### src/rtl/pit_pkg.sv
// Shared definitions for the PIT interrupt-pending controller: FSM encoding
// and parameter defaults.
package pit_pkg;

    typedef enum logic [1:0] {
        ST_IDLE   = 2'd0,
        ST_ASSERT = 2'd1,
        ST_GAP    = 2'd2
    } pit_state_e;

    localparam int PEND_W_DEF     = 4;
    localparam int DEB_CYCLES_DEF = 3;

endpackage

### src/rtl/pit_ack_sync.sv
// Pad conditioning: 2-flop synchronizer, saturating debounce counter and a
// single-cycle pulse per accepted high period of the pin.
module pit_ack_sync #(
    parameter int DEB_CYCLES = 3
) (
    input  logic clk,
    input  logic rst_n,
    input  logic pin_i,
    output logic pulse_o
);

    localparam logic [3:0] DEB_LAST = 4'(DEB_CYCLES);
    localparam logic [3:0] DEB_PREV = 4'(DEB_CYCLES - 1);

    logic       sync1_q, sync2_q;
    logic [3:0] cnt_q, cnt_d;
    logic       pulse_q, pulse_d;

    // The counter saturates at DEB_CYCLES so a long press yields one pulse.
    always_comb begin
        cnt_d   = cnt_q;
        pulse_d = 1'b0;
        if (!sync2_q) begin
            cnt_d = 4'd0;
        end else if (cnt_q != DEB_LAST) begin
            cnt_d   = cnt_q + 4'd1;
            pulse_d = (cnt_q == DEB_PREV);
        end
    end

    always_ff @(posedge clk or negedge rst_n) begin
        if (!rst_n) begin
            sync1_q <= 1'b0;
            sync2_q <= 1'b0;
            cnt_q   <= 4'd0;
            pulse_q <= 1'b0;
        end else begin
            sync1_q <= pin_i;
            sync2_q <= sync1_q;
            cnt_q   <= cnt_d;
            pulse_q <= pulse_d;
        end
    end

    assign pulse_o = pulse_q;

endmodule

### src/rtl/pit_irq_ctrl.sv
// Counts timer ticks, presents a level interrupt with a one-cycle low gap
// between successive pending interrupts, and retires one per debounced ack.
module pit_irq_ctrl
    import pit_pkg::*;
#(
    parameter int PEND_W     = PEND_W_DEF,
    parameter int DEB_CYCLES = DEB_CYCLES_DEF
) (
    input  logic              clk,
    input  logic              rst_n,
    input  logic              irq_in,
    input  logic              irq_en,
    input  logic              ack_pin,
    output logic              irq_out,
    output logic [PEND_W-1:0] pending,
    output logic              overflow,
    output logic [1:0]        dbg_state_o
);

    localparam logic [PEND_W-1:0] PEND_MAX = '1;
    localparam logic [PEND_W-1:0] PEND_ONE = PEND_W'(1);

    logic              ack_pulse;
    logic              inc, dec;
    logic [PEND_W-1:0] pending_q, pending_d;
    logic              overflow_q, overflow_d;
    logic              irq_out_q;
    pit_state_e        state_q, state_d;

    pit_ack_sync #(
        .DEB_CYCLES(DEB_CYCLES)
    ) u_ack_sync (
        .clk    (clk),
        .rst_n  (rst_n),
        .pin_i  (ack_pin),
        .pulse_o(ack_pulse)
    );

    assign inc = irq_in & irq_en;
    assign dec = ack_pulse & (pending_q != '0);

    // Simultaneous inc and dec cancel out and leave overflow untouched.
    always_comb begin
        pending_d  = pending_q;
        overflow_d = overflow_q;
        if (inc && !dec) begin
            if (pending_q == PEND_MAX) begin
                overflow_d = 1'b1;
            end else begin
                pending_d = pending_q + PEND_ONE;
            end
        end else if (dec && !inc) begin
            pending_d = pending_q - PEND_ONE;
            if (pending_q == PEND_ONE) begin
                overflow_d = 1'b0;
            end
        end
    end

    always_comb begin
        state_d = state_q;
        case (state_q)
            ST_IDLE:   if (pending_d != '0) state_d = ST_ASSERT;
            ST_ASSERT: if (dec) state_d = ST_GAP;
            ST_GAP:    state_d = (pending_d != '0) ? ST_ASSERT : ST_IDLE;
            default:   state_d = ST_IDLE;
        endcase
    end

    // irq_out gets its own flop so the pad sees a glitch-free level.
    always_ff @(posedge clk or negedge rst_n) begin
        if (!rst_n) begin
            state_q    <= ST_IDLE;
            pending_q  <= '0;
            overflow_q <= 1'b0;
            irq_out_q  <= 1'b0;
        end else begin
            state_q    <= state_d;
            pending_q  <= pending_d;
            overflow_q <= overflow_d;
            irq_out_q  <= (state_d == ST_ASSERT);
        end
    end

    assign irq_out     = irq_out_q;
    assign pending     = pending_q;
    assign overflow    = overflow_q;
    assign dbg_state_o = state_q;

endmodule
### config.mk
export PLATFORM = sky130hd
export DESIGN_NAME = pit_irq_ctrl
export DESIGN_NICKNAME = d
export VERILOG_FILES = /design/src/rtl/pit_pkg.sv /design/src/rtl/pit_ack_sync.sv /design/src/rtl/pit_irq_ctrl.sv
export SDC_FILE = /design/constraint.sdc
export NUM_CORES = 1
export LEC_CHECK = 0
export ABC_AREA = 1
export BUFFER_PORTS_ARGS = -buffer_cell sky130_fd_sc_hd__buf_4
export CORE_ASPECT_RATIO = 0.5
export CORE_MARGIN = 2
export CORE_UTILIZATION = 24
export CTS_CLUSTER_DIAMETER = 60
export DETAILED_ROUTE_END_ITERATION = 6
export PLACE_DENSITY = 0.45
export SLEW_MARGIN = 30
export SYNTH_ARGS = -nofsm -noshare
export SYNTH_HDL_FRONTEND = slang
export SYNTH_SLANG_ARGS = --single-unit
### constraint.sdc
create_clock -name clk -period 5.45 [get_ports clk]
set_clock_uncertainty 0.1 [all_clocks]
set_input_delay 0.2725 -clock clk [delete_from_list [all_inputs] [get_ports clk]]
set_output_delay 0.2725 -clock clk [all_outputs]
set_load 0.02 [all_outputs]
After elaboration in Yosys (flattened, before gate mapping)
Index checks and enable logic that the tools add are counted.
Cells by class
  add/subtract/negate cells: 3
  bitwise gates (word level): 2
  muxes and demuxes: 15
  reduce and logical (&&, ||, !) cells: 10
  equality and inequality tests: 9
Operators with widths (number)
  two-way mux 4 bit: 5
  adder 4 x 1 -> 4 bit, second input constant: 2
  nonzero test 4 bit: 2
  two-way mux 1 bit: 7
  one-hot mux 2 bit (3 select lines): 1
  == test 2 x 1 -> 1 bit, second input constant: 2
  == test 4 x 1 -> 1 bit, second input constant: 1
  == test 4 x 2 -> 1 bit, second input constant: 1
  == test 4 bit, second input constant: 1
  two-way mux 2 bit: 2
  inequality test 4 x 2 -> 1 bit, second input constant: 1
  nonzero test 2 bit: 2
  subtractor 4 x 1 -> 4 bit, second input constant: 1
  AND reduction 3 bit: 1
  bitwise AND 1 bit: 2
  == test 2 bit, second input constant: 1
  logical AND 1 bit: 2
  logical NOT 1 bit: 2
  logical NOT 2 bit: 1
  inequality test 2 x 1 -> 1 bit, second input constant: 1
  inequality test 2 bit, second input constant: 1
Word-level totals
  logic and storage cells: 47
  register bits after elaboration: 15
  input bits: 5
  output and inout port bits: 8

Logic depth before layout (Yosys ltp)
Gate-level depths: netlist of the first run.
  depth in word-level cells: 9
  depth in mapped cells: 16
  gate-level depth less buffers: 16

Hierarchy
Synthesis of the first run repeated with hierarchy kept, for this count alone.
Second synthesis, totals
  cell total of the unflattened synthesis: 106
  area, all modules: 862.1 µm²
Modules (own cells, without submodules)
  pit_irq_ctrl: area each 550.5 µm², sequential area each 200.2 µm², cells each 75, instances 1
  pit_ack_sync: area each 311.5 µm², sequential area each 175.2 µm², cells each 31, instances 1

Least setup slack after synthesis of the first run
Ideal clock, no wire load.
  path kind: reg-to-reg
  start: reg pending_q[0] (netlist: pending[0])
  end: reg state_q[0] (netlist: dbg_state_o[0])
  cell stages (with the launch flop): 16
  arrival: 1.834 ns
  required time: 5.232 ns
  library setup time: 0.118 ns
  path slack: 3.399 ns
  buffers on the path: 0
  clock period less this slack: 2.051 ns
  cells stage by stage: dfrtp_1 > inv_1 > ha_1 > nand2_1 > nand2_1 > inv_1 > ha_1 > inv_1 > nor2_1 > nand3_1 > nand3_1 > nand2_1 > nor2_1 > nand2_1 > nand2_1 > nand2_1
On the way
  longest elaborated chain between the ends: 8
  elaborated cells on any way between the ends: 16
  those cells by class: add/sub: 2; eq/ne: 1; mux: 7; bitwise: 1; reduce/logical: 5
RTL lines
  from (decl): RTL line pit_irq_ctrl.sv:25  | logic [PEND_W-1:0] pending_q, pending_d;
  from (signal assigned): RTL line pit_irq_ctrl.sv:79  | pending_q <= pending_d;
  branches (longest 4 deep; another with subtractor 4 x 1 -> 4 bit)
  two-way mux 4 bit (*): RTL line pit_irq_ctrl.sv:46  | if (inc && !dec) begin
  net pending_d[3]: RTL line pit_irq_ctrl.sv:25
  nonzero test 4 bit (*): RTL line pit_irq_ctrl.sv:63, pit_irq_ctrl.sv:65
  two-way mux 1 bit or two-way mux 2 bit (tied branches): RTL line pit_irq_ctrl.sv:65, pit_irq_ctrl.sv:63
  one-hot mux 2 bit (3 select lines) (*): RTL line pit_irq_ctrl.sv:62  | case (state_q)
  net state_d[0]: RTL line pit_irq_ctrl.sv:28  | pit_state_e state_q, state_d;
  to (signal assigned): RTL line pit_irq_ctrl.sv:78  | state_q <= state_d;
  to (decl): RTL line pit_irq_ctrl.sv:28
Mark *: on every way through the listed nets, which the timed path passes.
A chain may end at the register's enable or synchronous reset.

Worst setup path after layout of the first run
Same ends and word-level chain as after synthesis.

==> impl_metrics.prom, run 1 <==
# TYPE chip_impl_metric gauge
chip_impl_info{name="tritoncts",value="done"} 1
chip_impl_metric{name="clk_pin_slew",unit="ns"} 0.07
chip_impl_metric{name="cts_buffers",unit=""} 3
chip_impl_metric{name="synthesis.yosys.warnings",unit=""} 0
chip_impl_metric{name="syn_avg_cell_area",unit="sq um"} 8.13
chip_impl_metric{name="cts_resized",unit=""} 0
chip_impl_metric{name="final_hold_vio_count",unit=""} 0
chip_impl_metric{name="final_net_count",unit=""} 132
chip_impl_metric{name="grt_max_degree",unit=""} 16
chip_impl_metric{name="synth_fp_nets",unit=""} 115
chip_impl_metric{name="antenna_violating_nets_post_route",unit=""} 0
chip_impl_metric{name="grt_first_pass_wirelength",unit="um"} 2610
chip_impl_metric{name="drive_gt1_share",unit="%"} 19.3
chip_impl_info{name="hold_path_class",value="in -> reg"} 1
chip_impl_metric{name="clk_sinks",unit=""} 15
chip_impl_metric{name="post_synth_inst_count",unit=""} 103
chip_impl_metric{name="drt_first_pass_iters",unit=""} 4
chip_impl_metric{name="final-max-slew-violation-count",unit=""} 0
chip_impl_metric{name="fp.dieW",unit="um"} 87.5
chip_impl_metric{name="met1Wirelength",unit="um"} 745
chip_impl_metric{name="pwr_density_cell",unit="mW/mm^2"} 457
chip_impl_metric{name="route.detailed.vias_per_inst",unit=""} 4.04
chip_impl_info{name="startpoint",value="pending[0]$_DFF_PN0_"} 1
chip_impl_metric{name="finalSetupViolations",unit=""} 0
chip_impl_metric{name="num_antenna_cells",unit=""} 0
chip_impl_metric{name="totalWireLength",unit="um"} 1500
chip_impl_metric{name="vias",unit=""} 651
chip_impl_metric{name="number_of_global_route_vias_before_repair",unit=""} 590
chip_impl_info{name="top_layer_used",value="met3"} 1
chip_impl_metric{name="wl_met3",unit="um"} 48
chip_impl_metric{name="area_fraction_in_compound_gates_after_synthesis",unit="%"} 5.98
chip_impl_metric{name="area_growth",unit="%"} 22.7
chip_impl_metric{name="critPathArrivalTime",unit="ns"} 2.20
chip_impl_info{name="end_kind",value="register"} 1
chip_impl_metric{name="hpwlAfterDp",unit="um"} 1170
chip_impl_metric{name="tns",unit="ns"} 0
chip_impl_metric{name="placeable_area",unit="sq mm"} 0.00338
chip_impl_metric{name="fp.dieArea",unit="sq mm"} 0.00400
chip_impl_metric{name="grt_antenna_before_repair",unit=""} 0
chip_impl_info{name="run_status",value="completed"} 1
chip_impl_metric{name="ir_worst_vdd",unit="V"} 0.000108
chip_impl_metric{name="track_usage",unit="%"} 8.70
chip_impl_metric{name="grt.overflow.total",unit=""} 0
chip_impl_metric{name="synth_seq_cells",unit=""} 15
chip_impl_metric{name="placementRows",unit=""} 15
chip_impl_info{name="crit_path_start_kind",value="register"} 1
chip_impl_metric{name="length_of_routed_met2_wiring",unit="um"} 709
chip_impl_metric{name="numPortBuffers",unit=""} 12
chip_impl_info{name="synth_top_family_by_area",value="simple AND/OR/NAND/NOR gates"} 1
chip_impl_metric{name="cts_max_level",unit=""} 1
chip_impl_metric{name="finalCriticalPeriod",unit="ns"} 2.16
chip_impl_metric{name="crit_path_max_fanout",unit=""} 7
chip_impl_metric{name="yosysSeqAreaShare",unit="%"} 44.8
chip_impl_metric{name="finish.utilization",unit="%"} 30.4
chip_impl_metric{name="maxClockFrequency",unit="GHz"} 0.464
chip_impl_metric{name="worstSkewPairLatency",unit="ns"} 0.25
chip_impl_metric{name="synth.cell_area",unit="sq um"} 837
chip_impl_metric{name="remaining_design_rule_violation_count",unit=""} 0
chip_impl_metric{name="yosys-mux-area-fraction",unit="%"} 0
chip_impl_metric{name="cts.path.max_buffers",unit=""} 2
chip_impl_info{name="clock_tree.root_cell",value="sky130_fd_sc_hd__clkbuf_8"} 1
chip_impl_info{name="reg2reg_from",value="pending[0]$_DFF_PN0_"} 1
chip_impl_metric{name="finalWeightedCongestion",unit=""} 0.785
chip_impl_metric{name="avgRoutedWirePerCell",unit="um"} 9.34
chip_impl_metric{name="slew_headroom",unit="%"} 76.4
chip_impl_metric{name="slew_at_the_pin_closest_to_its_max_slew_limit",unit="ns"} 0.355
chip_impl_metric{name="worstPathRequired",unit="ns"} 5.49
chip_impl_metric{name="xor_xnor_share_of_the_synthesized_area",unit="%"} 2.09
chip_impl_metric{name="yosys.area_share.simple",unit="%"} 28.6
chip_impl_metric{name="post_synthesis_adder_cell_area_fraction",unit="%"} 10.5
chip_impl_metric{name="first_iter_violations",unit=""} 14
chip_impl_metric{name="floorplan.initialDensity",unit="%"} 24.8
chip_impl_metric{name="netlist-cell-type-count",unit=""} 17
chip_impl_metric{name="ios",unit=""} 13
chip_impl_metric{name="total_leakage_power",unit="nW"} 0.548
chip_impl_metric{name="finalCritPeriodShare",unit="%"} 39.6
chip_impl_info{name="worstSetupPathType",value="reg -> reg"} 1
chip_impl_metric{name="die_y",unit="um"} 45.8
chip_impl_metric{name="max_cap_violations",unit=""} 0
chip_impl_info{name="setup_repair_after_global_routing_missed_its_margin",value="no"} 1
chip_impl_info{name="hp-start",value="ack_pin"} 1
[metrics by stage]
| stage | total power [W] | worst slack (ns) | hold WS (ns) | std cells | instance area [sq um] |
|---|---|---|---|---|---|
| floorplan | 0.000318 | 3.40 | -0.123 | 103 | 837 |
| global placement | 0.000384 | 3.28 | 0.0428 | 156 | 968 |
| detailed placement | 0.000383 | 3.29 | 0.0429 | 156 | 968 |
| CTS | 0.000478 | 3.28 | 0.0164 | 161 | 1030 |
| global route | 0.000517 | 3.00 | 0.00975 | 161 | 1030 |
| finish | 0.000469 | 3.29 | 0.0264 | 161 | 1030 |
[final timing paths]
kind | cells after the start | slack, ns | endpoint
max | 15 | 3.29 | dbg_state_o[0]$_DFF_PN0_
min | 1 | 0.03 | u_ack_sync.sync1_q$_DFF_PN0_
max reg2reg | 15 | 3.29 | dbg_state_o[0]$_DFF_PN0_
min reg2reg | 0 | 0.25 | u_ack_sync.sync2_q$_DFF_PN0_
max in group asynchronous | 2 | 4.75 | pending[2]$_DFF_PN0_
min in group asynchronous | 2 | 0.32 | u_ack_sync.cnt_q[0]$_DFFE_PN0P_
[Yosys cell counts, drive strengths merged]
library cell | n | area (sq um)
a21oi | 5 | 25.0
buf | 1 | 11.3
dfrtp | 15 | 375
ha | 7 | 87.6
inv | 15 | 56.3
nand2 | 26 | 110
nand3 | 11 | 60.1
nor2 | 15 | 63.8
nor3 | 1 | 5.00
o21ai | 5 | 25.0
xnor2 | 1 | 8.76
xor2 | 1 | 8.76
[placed cells by master (no fill, tap or decap)]
master and n:
sky130_fd_sc_hd__a21oi_1 5, sky130_fd_sc_hd__buf_4 12, sky130_fd_sc_hd__clkbuf_8 3, sky130_fd_sc_hd__clkinvlp_4 1, sky130_fd_sc_hd__dfrtp_1 15, sky130_fd_sc_hd__dlygate4sd3_1 1
sky130_fd_sc_hd__ha_1 7, sky130_fd_sc_hd__inv_1 13, sky130_fd_sc_hd__inv_2 2, sky130_fd_sc_hd__nand2_1 23, sky130_fd_sc_hd__nand2_2 2, sky130_fd_sc_hd__nand2_4 1
sky130_fd_sc_hd__nand3_1 10, sky130_fd_sc_hd__nand3_2 1, sky130_fd_sc_hd__nor2_1 14, sky130_fd_sc_hd__nor2_4 1, sky130_fd_sc_hd__nor3_1 1, sky130_fd_sc_hd__o21ai_0 5
sky130_fd_sc_hd__xnor2_1 1, sky130_fd_sc_hd__xor2_1 1
[final cells by class]
type	instances	area, sq um
clock inverters	1	7.51
inverters	15	56.3
flip-flops and latches	15	375
well taps	42	52.6
repair buffers	13	100
clock buffers	3	41.3
multi-input cells	72	394
fillers	375	2350
[critical path: stages, from the launching register on]
cell and delay, ns:
sky130_fd_sc_hd__dfrtp_1 0.45, sky130_fd_sc_hd__inv_1 0.10, sky130_fd_sc_hd__ha_1 0.24, sky130_fd_sc_hd__nand2_1 0.08
sky130_fd_sc_hd__nand2_1 0.09, sky130_fd_sc_hd__inv_1 0.07, sky130_fd_sc_hd__ha_1 0.17, sky130_fd_sc_hd__inv_1 0.09
sky130_fd_sc_hd__nor2_1 0.13, sky130_fd_sc_hd__nand3_1 0.09, sky130_fd_sc_hd__nand3_1 0.09, sky130_fd_sc_hd__nand2_1 0.08
sky130_fd_sc_hd__nor2_1 0.09, sky130_fd_sc_hd__nand2_1 0.05, sky130_fd_sc_hd__nand2_1 0.07, sky130_fd_sc_hd__nand2_1 0.06
[power breakdown]
part	leakage, nW	internal [W]	switching (W)	total, W
registers	0.186	0.000140	0.0000367	0.000177
clock network	0.0217	0.0000513	0.0000397	0.0000910
logic	0.340	0.0000799	0.000121	0.000201
[layer usage]
| metal | global-route usage, % | vias to the layer above |
|---|---|---|
| met5 | 0 | - |
| met4 | 2.77 | 0 |
| met3 | 3.26 | 0 |
| met2 | 14.2 | 9 |
| met1 | 10.9 | 291 |
| li1 | - | 351 |
[flip-flops by register name, summed over array words and instances (netlist names)]
signal / count
dbg_state_o: 2
irq_out: 1
overflow: 1
pending: 4
u_ack_sync.cnt_q: 4
u_ack_sync.pulse_o: 1
u_ack_sync.sync1_q: 1
u_ack_sync.sync2_q: 1
[kinds of logic (layout without fill, tap and decap cells)]
group,Yosys count,in the layout
flops,15,15
fa+ha+maj,7,7
xor+xnor,2,2
simple gates,53,53
buf+inv,16,32
compound gates,10,10
[repair_timing]
| action | 4_1_cts | 5_1_grt |
|---|---|---|
| hold endpoints to repair | 15 | 0 |
| hold buffers | 1 | 0 |
| buffers inserted | 0 | 0 |
No activity file was read; power rests on OpenSTA's default activity.
==> inputs of run 2 (changes only) <==
==> constraint.sdc (replaced) <==
create_clock -name clk -period 2.05 [get_ports clk]
set_clock_uncertainty 0.1 [all_clocks]
set_input_delay 0.1025 -clock clk [delete_from_list [all_inputs] [get_ports clk]]
set_output_delay 0.1025 -clock clk [all_outputs]
set_load 0.02 [all_outputs]
==> run 2 against run 1 <==
Compared with the run above: count of clock-buffer cells in the layout up 1; critical path depth rose by 1; worst hold slack improved by 0.12 ns; total power rose to 3.0 times the previous value; sequential share of layout area is 3.4 points lower; critical endpoint is now irq_out$_DFF_PN0_; largest cell class unchanged.
==> impl_metrics.prom, run 2 (same netlist as run 1, synthesis figures left out) <==
# TYPE chip_impl_metric gauge
chip_impl_metric{name="slew_at_the_pin_closest_to_its_max_slew_limit",unit="ns"} 0.209
chip_impl_metric{name="slowest_delay",unit="ns"} 0.37
chip_impl_metric{name="r2r_cells",unit=""} 16
chip_impl_metric{name="timing.hold.ws",unit="ns"} 0.144
chip_impl_metric{name="ir_worst_vdd",unit="V"} 0.000407
chip_impl_metric{name="finalWeightedCongestion",unit=""} 0.691
chip_impl_info{name="tritoncts",value="done"} 1
chip_impl_metric{name="post_layout_nonfiller_instances",unit=""} 172
chip_impl_metric{name="critPathArrivalTime",unit="ns"} 1.93
chip_impl_metric{name="remaining_design_rule_violation_count",unit=""} 0
chip_impl_metric{name="cts_buffers",unit=""} 3
chip_impl_metric{name="antenna_violating_nets_post_route",unit=""} 0
chip_impl_metric{name="max_cap_violations",unit=""} 0
chip_impl_info{name="clock_tree.root_cell",value="sky130_fd_sc_hd__clkbuf_8"} 1
chip_impl_metric{name="maxClockFrequency",unit="GHz"} 0.529
chip_impl_metric{name="die_y",unit="um"} 45.8
chip_impl_metric{name="floorplan.initialDensity",unit="%"} 24.8
chip_impl_info{name="reg2reg_from",value="pending[1]$_DFF_PN0_"} 1
chip_impl_metric{name="finish.utilization",unit="%"} 33.6
chip_impl_metric{name="fp.dieArea",unit="sq mm"} 0.00400
chip_impl_metric{name="placeable_area",unit="sq mm"} 0.00338
chip_impl_metric{name="placedInstanceArea",unit="sq mm"} 0.00104
chip_impl_info{name="crit_chain",value="inv_1 -> ha_4 -> nand2_1 -> nand2_2 -> inv_1 -> ha_2 -> inv_2 -> nor2_2 -> nand2_1 -> nand2_1 -> nand3_1 -> nand2_1 -> nor2_1 -> nand2_1 -> nand2_1 -> nand2_1"} 1
chip_impl_info{name="r2r_end",value="irq_out$_DFF_PN0_"} 1
chip_impl_metric{name="track_usage",unit="%"} 9.53
chip_impl_metric{name="avgRoutedWirePerCell",unit="um"} 9.78
chip_impl_metric{name="totalWireLength",unit="um"} 1680
chip_impl_info{name="worstSetupPathType",value="reg -> reg"} 1
chip_impl_info{name="crit_slowest_cell",value="sky130_fd_sc_hd__dfrtp_1"} 1
chip_impl_info{name="commonest_non_fill_non_tap_cells_in_the_layout",value="22 x sky130_fd_sc_hd__nand2_1, 22 x sky130_fd_sc_hd__buf_4, 14 x sky130_fd_sc_hd__dfrtp_1"} 1
chip_impl_metric{name="tns",unit="ns"} 0
chip_impl_metric{name="slew_headroom",unit="%"} 85.9
chip_impl_metric{name="stdcell_area",unit="sq mm"} 0.00113
chip_impl_metric{name="fp.dieW",unit="um"} 87.5
chip_impl_info{name="critical_path.most_common_cell",value="sky130_fd_sc_hd__nand2_1"} 1
chip_impl_metric{name="worstSkewPairLatency",unit="ns"} 0.25
chip_impl_metric{name="nFillCells",unit=""} 359
chip_impl_metric{name="total_leakage_power",unit="nW"} 0.597
chip_impl_metric{name="first_iter_violations",unit=""} 18
chip_impl_info{name="crit_path_start_kind",value="register"} 1
chip_impl_metric{name="ios",unit=""} 13
chip_impl_info{name="hold_path_class",value="in -> async"} 1
chip_impl_metric{name="grt_first_pass_wirelength",unit="um"} 2850
chip_impl_metric{name="cts_max_level",unit=""} 1
chip_impl_metric{name="crit_path_max_fanout",unit=""} 4
chip_impl_metric{name="num_antenna_cells",unit=""} 0
chip_impl_metric{name="placementRows",unit=""} 15
chip_impl_metric{name="final_net_count",unit=""} 143
chip_impl_metric{name="finalCritPeriodShare",unit="%"} 92.2
chip_impl_metric{name="number_of_global_route_vias_before_repair",unit=""} 652
chip_impl_info{name="startpoint",value="pending[1]$_DFF_PN0_"} 1
chip_impl_info{name="cpLargestDelayFamily",value="simple AND/OR/NAND/NOR gates"} 1
chip_impl_metric{name="dpl.cell_count",unit=""} 165
chip_impl_metric{name="grt.overflow.total",unit=""} 0
chip_impl_metric{name="clk_pin_slew",unit="ns"} 0.06
chip_impl_metric{name="cts.path.max_buffers",unit=""} 2
chip_impl_metric{name="worstPathRequired",unit="ns"} 2.09
chip_impl_metric{name="area_growth",unit="%"} 35.6
chip_impl_metric{name="finalSetupViolations",unit=""} 0
chip_impl_info{name="run_status",value="completed"} 1
chip_impl_metric{name="finalCriticalPeriod",unit="ns"} 1.89
chip_impl_metric{name="pwr_density_cell",unit="mW/mm^2"} 1230
chip_impl_metric{name="route.detailed.vias_per_inst",unit=""} 4.17
chip_impl_metric{name="drive_gt1_share",unit="%"} 31.5
chip_impl_info{name="end_kind",value="register"} 1
chip_impl_metric{name="numPortBuffers",unit=""} 12
chip_impl_metric{name="final-max-slew-violation-count",unit=""} 0
chip_impl_metric{name="vias",unit=""} 718
chip_impl_metric{name="grt_max_degree",unit=""} 16
chip_impl_metric{name="hpwlAfterDp",unit="um"} 1270
chip_impl_metric{name="critPathBufInv",unit=""} 3
chip_impl_metric{name="final_hold_vio_count",unit=""} 0
chip_impl_metric{name="reg2reg_setup_slack",unit="ns"} 0.16
chip_impl_metric{name="drt_first_pass_iters",unit=""} 4
chip_impl_metric{name="grt_antenna_before_repair",unit=""} 0
chip_impl_metric{name="clk_sinks",unit=""} 15
run 2: report_power, final:
group	internal [W]	switching, W	leakage, nW
Clock	0.000138	0.000107	0.0228
Sequential	0.000375	0.0000415	0.185
Combinational	0.000312	0.000419	0.389
Total	0.000825	0.000568	0.597
run 2: metal layers:
metal	track usage (%)	routed length [um]	up-vias
li1	-	-	376
met1	11.3	783	333
met2	16.4	852	9
met3	3.80	48	0
met4	2.77	0	0
met5	0	0	-
run 2: worst max path at each step:
stage	end	depth (start not counted)
6_report	irq_out$_DFF_PN0_	16
2_1_floorplan	dbg_state_o[0]$_DFF_PN0_	15
5_1_grt	irq_out$_DFF_PN0_	16
4_1_cts	irq_out$_DFF_PN0_	16
3_3_place_gp	dbg_state_o[0]$_DFF_PN0_	16
3_5_place_dp	irq_out$_DFF_PN0_	16
run 2: what timing repair did:
action / CTS / global route
buffers inserted: 0 / 1
gates resized for setup: 0 / 9
endpoints found under the hold margin: 16 / 0
hold buffers: 2 / 0
setup endpoints to repair: 0 / 3
run 2: through the flow:
stage	total power, W	worst slack, ns
floorplan	0.000847	0.0351
global route	0.00152	-0.0233
CTS	0.00137	0.0117
detailed placement	0.00111	0.0322
global placement	0.00111	0.0217
finish	0.00139	0.161
run 2: worst register-to-register path, stage by stage, from the launching register on:
cell and delay [ns]:
sky130_fd_sc_hd__dfrtp_1 0.37, sky130_fd_sc_hd__inv_1 0.11, sky130_fd_sc_hd__ha_4 0.16, sky130_fd_sc_hd__nand2_1 0.07, sky130_fd_sc_hd__nand2_2 0.09, sky130_fd_sc_hd__inv_1 0.05
sky130_fd_sc_hd__ha_2 0.19, sky130_fd_sc_hd__inv_2 0.08, sky130_fd_sc_hd__nor2_2 0.04, sky130_fd_sc_hd__nand2_1 0.05, sky130_fd_sc_hd__nand2_1 0.04, sky130_fd_sc_hd__nand3_1 0.07
sky130_fd_sc_hd__nand2_1 0.07, sky130_fd_sc_hd__nor2_1 0.09, sky130_fd_sc_hd__nand2_1 0.06, sky130_fd_sc_hd__nand2_1 0.07, sky130_fd_sc_hd__nand2_1 0.06
run 2: layout make-up:
class                      count  area, sq um  area share (%)
inverter                      15         56.3            4.96
sequential                    15          377            33.2
tap                           42         52.6            4.63
timing repair buffer          24          185            16.3
multi-input combinational     72          419            36.9
clock buffer                   4         45.0            3.97
==> inputs of run 3 (changes only) <==
--- a/config.mk
+++ b/config.mk
@@ -13,6 +13,7 @@
 export CTS_CLUSTER_DIAMETER = 60
 export DETAILED_ROUTE_END_ITERATION = 6
 export PLACE_DENSITY = 0.45
+export RECOVER_POWER = 100
 export SLEW_MARGIN = 30
 export SYNTH_ARGS = -nofsm -noshare
 export SYNTH_HDL_FRONTEND = slang
==> run 3 against run 2 <==
Compared with the run above: total power is 2.8% lower; non-clock buffer count stayed put; register-to-register slack hardly changed; die area stayed put; global-route usage stayed put; sequential power hardly changed; critical path depth is 1 lower; worst setup slack worse by 0.0034 ns; sequential share of layout area is 0.79 points higher; clock power hardly changed; critical endpoint unchanged; largest power group unchanged; highest routed layer unchanged.
==> impl_metrics.prom, run 3 (same netlist as run 1, synthesis figures left out) <==
# TYPE chip_impl_metric gauge
chip_impl_metric{name="cts_buffers",unit=""} 3
chip_impl_info{name="whs_endpoint",value="u_ack_sync.sync2_q$_DFF_PN0_"} 1
chip_impl_metric{name="nFillCells",unit=""} 362
chip_impl_info{name="leading_cell_type_in_the_layout_fill_and_taps_excluded",value="sky130_fd_sc_hd__nand2_1"} 1
chip_impl_metric{name="final_net_count",unit=""} 143
chip_impl_metric{name="route.detailed.vias_per_inst",unit=""} 4.17
chip_impl_metric{name="crit_path_max_fanout",unit=""} 4
chip_impl_metric{name="length_of_routed_met2_wiring",unit="um"} 845
chip_impl_metric{name="drt_first_pass_iters",unit=""} 4
chip_impl_metric{name="numPortBuffers",unit=""} 12
chip_impl_metric{name="number_of_global_route_vias_before_repair",unit=""} 652
chip_impl_metric{name="slew_at_the_pin_closest_to_its_max_slew_limit",unit="ns"} 0.856
chip_impl_metric{name="num_antenna_cells",unit=""} 0
chip_impl_info{name="crit_chain",value="inv_1 -> ha_4 -> nand2_1 -> nand2_2 -> inv_1 -> ha_2 -> inv_2 -> nor2_2 -> nand3_1 -> nand3_1 -> nand2_1 -> nor2_1 -> nand2_1 -> nand2_1 -> nand2_1"} 1
chip_impl_info{name="top_layer_used",value="met3"} 1
chip_impl_info{name="worstSetupPathType",value="reg -> reg"} 1
chip_impl_metric{name="hold-path-cell-count",unit=""} 0
chip_impl_metric{name="first_iter_violations",unit=""} 23
chip_impl_metric{name="pwr_density_cell",unit="mW/mm^2"} 1220
chip_impl_metric{name="final-max-slew-violation-count",unit=""} 0
chip_impl_metric{name="dpl_worst_slack",unit="ns"} 0.0322
chip_impl_metric{name="reg2reg_setup_slack",unit="ns"} 0.16
chip_impl_info{name="crit_path_start_kind",value="register"} 1
chip_impl_metric{name="critPathBufInv",unit=""} 3
chip_impl_metric{name="area_growth",unit="%"} 32.4
chip_impl_metric{name="die_y",unit="um"} 45.8
chip_impl_info{name="reg2reg_from",value="pending[1]$_DFF_PN0_"} 1
chip_impl_metric{name="totalPowerFinal",unit="W"} 0.00135
chip_impl_metric{name="final_hold_vio_count",unit=""} 0
chip_impl_metric{name="max_cap_violations",unit=""} 0
chip_impl_metric{name="finalCriticalPeriod",unit="ns"} 1.89
chip_impl_info{name="hp-start",value="u_ack_sync.sync1_q$_DFF_PN0_"} 1
chip_impl_info{name="r2r_end",value="irq_out$_DFF_PN0_"} 1
chip_impl_metric{name="slew_headroom",unit="%"} 42.9
chip_impl_info{name="run_status",value="completed"} 1
chip_impl_metric{name="maxClockFrequency",unit="GHz"} 0.528
chip_impl_metric{name="worstSkewPairLatency",unit="ns"} 0.25
chip_impl_metric{name="floorplan.initialDensity",unit="%"} 24.8
chip_impl_metric{name="remaining_design_rule_violation_count",unit=""} 0
chip_impl_metric{name="cts.path.max_buffers",unit=""} 2
chip_impl_metric{name="vias",unit=""} 717
chip_impl_metric{name="slowest_delay",unit="ns"} 0.34
chip_impl_info{name="cpLargestDelayFamily",value="simple AND/OR/NAND/NOR gates"} 1
chip_impl_info{name="tritoncts",value="done"} 1
chip_impl_metric{name="avgRoutedWirePerCell",unit="um"} 9.79
chip_impl_metric{name="clk_pin_slew",unit="ns"} 0.06
chip_impl_metric{name="track_usage",unit="%"} 9.53
chip_impl_metric{name="finalSetupViolations",unit=""} 0
chip_impl_metric{name="placeable_area",unit="sq mm"} 0.00338
chip_impl_metric{name="fp.dieArea",unit="sq mm"} 0.00400
chip_impl_metric{name="ir_worst_vdd",unit="V"} 0.000405
chip_impl_metric{name="final.setup.worst_slack",unit="ns"} 0.157
chip_impl_info{name="end_kind",value="register"} 1
chip_impl_metric{name="cts_max_level",unit=""} 1
chip_impl_metric{name="finalCritPeriodShare",unit="%"} 92.3
chip_impl_info{name="crit_slowest_cell",value="sky130_fd_sc_hd__dfrtp_1"} 1
chip_impl_metric{name="worstPathRequired",unit="ns"} 2.09
chip_impl_metric{name="tns",unit="ns"} 0
chip_impl_info{name="hold_path_class",value="reg -> reg"} 1
chip_impl_metric{name="antenna_violating_nets_post_route",unit=""} 0
chip_impl_info{name="clock_tree.root_cell",value="sky130_fd_sc_hd__clkbuf_8"} 1
chip_impl_metric{name="grt.overflow.total",unit=""} 0
chip_impl_metric{name="fp.dieW",unit="um"} 87.5
chip_impl_info{name="commonest_non_fill_non_tap_cells_in_the_layout",value="22 x sky130_fd_sc_hd__nand2_1, 14 x sky130_fd_sc_hd__dfrtp_1, 14 x sky130_fd_sc_hd__buf_4"} 1
chip_impl_metric{name="grt_max_degree",unit=""} 16
chip_impl_metric{name="hpwlAfterDp",unit="um"} 1270
chip_impl_metric{name="wl_met3",unit="um"} 48
chip_impl_metric{name="totalWireLength",unit="um"} 1680
chip_impl_metric{name="sequential_cell_area",unit="sq um"} 377
chip_impl_metric{name="placementRows",unit=""} 15
chip_impl_info{name="critical_path.most_common_cell",value="sky130_fd_sc_hd__nand2_1"} 1
chip_impl_metric{name="ios",unit=""} 13
chip_impl_metric{name="grt_antenna_before_repair",unit=""} 0
chip_impl_metric{name="clk_sinks",unit=""} 15
chip_impl_metric{name="critPathArrivalTime",unit="ns"} 1.93
chip_impl_metric{name="total_leakage_power",unit="nW"} 0.571
chip_impl_metric{name="met1Wirelength",unit="um"} 789
chip_impl_metric{name="drive_gt1_share",unit="%"} 26.2
chip_impl_metric{name="r2r_cells",unit=""} 15
chip_impl_metric{name="total_area_of_multi_input_combinational_cells",unit="sq um"} 419
chip_impl_metric{name="grt_first_pass_wirelength",unit="um"} 2850
chip_impl_metric{name="finalWeightedCongestion",unit=""} 0.691
-- run 3: changes by cell type in the layout (fill, tap and decap cells not counted) --
| cell | delta |
|---|---|
| sky130_fd_sc_hd__clkbuf_1 | +7 |
| sky130_fd_sc_hd__clkbuf_4 | +1 |
| sky130_fd_sc_hd__buf_4 | -8 |
-- run 3: worst register-to-register path, stage by stage, from the launching register on --
cell	delay, ns
sky130_fd_sc_hd__dfrtp_1	0.34
sky130_fd_sc_hd__inv_1	0.08
sky130_fd_sc_hd__ha_4	0.17
sky130_fd_sc_hd__nand2_1	0.08
sky130_fd_sc_hd__nand2_2	0.07
sky130_fd_sc_hd__inv_1	0.07
sky130_fd_sc_hd__ha_2	0.20
sky130_fd_sc_hd__inv_2	0.06
sky130_fd_sc_hd__nor2_2	0.10
sky130_fd_sc_hd__nand3_1	0.08
sky130_fd_sc_hd__nand3_1	0.10
sky130_fd_sc_hd__nand2_1	0.07
sky130_fd_sc_hd__nor2_1	0.09
sky130_fd_sc_hd__nand2_1	0.06
sky130_fd_sc_hd__nand2_1	0.07
sky130_fd_sc_hd__nand2_1	0.06
-- run 3: worst max-delay path by stage --
stage,slack (ns),endpoint,depth (start not counted),from
floorplan,0.04,dbg_state_o[0]$_DFF_PN0_,15,pending[1]$_DFF_PN0_
global placement,0.02,dbg_state_o[0]$_DFF_PN0_,16,pending[0]$_DFF_PN0_
detailed placement,0.03,irq_out$_DFF_PN0_,16,pending[0]$_DFF_PN0_
CTS,0.01,irq_out$_DFF_PN0_,16,pending[0]$_DFF_PN0_
global route,-0.02,irq_out$_DFF_PN0_,16,pending[1]$_DFF_PN0_
finish,0.16,irq_out$_DFF_PN0_,15,pending[1]$_DFF_PN0_
-- run 3: layer usage --
layer | track usage [%] | vias up
met4 | 2.77 | 0
met3 | 3.80 | 0
met1 | 11.3 | 332
met5 | 0 | -
li1 | - | 376
met2 | 16.4 | 9
-- run 3: layout make-up --
cell class | count | area share [%]
tap | 42 | 4.74
clock buffer | 4 | 4.06
timing repair buffer | 24 | 14.3
sequential | 15 | 34.0
inverter | 15 | 5.08
multi-input combinational | 72 | 37.8
-- run 3: through the flow --
step | util, % | instances | hold slack [ns] | cell area (sq um)
6_report | 32.8 | 172 | 0.251 | 1110
3_5_place_dp | 30.7 | 165 | -0.125 | 1040
4_1_cts | 32.6 | 171 | 0.145 | 1100
5_1_grt | 32.8 | 172 | 0.272 | 1110
3_3_place_gp | 30.7 | 165 | -0.128 | 1040
2_1_floorplan | - | 103 | -0.293 | 838
-- run 3: what timing repair did --
action / in CTS / in global routing
setup buffers: 0 / 1
hold buffers: 2 / 0
endpoints found under the setup margin: 0 / 3
gates resized for setup: 0 / 9
endpoints found under the hold margin: 16 / 0
-- run 3: power breakdown --
group / total (W) / internal, W / leakage (nW) / switching (W)
registers: 0.000416 / 0.000375 / 0.185 / 0.0000408
logic: 0.000693 / 0.000273 / 0.363 / 0.000419
clock network: 0.000245 / 0.000138 / 0.0228 / 0.000107
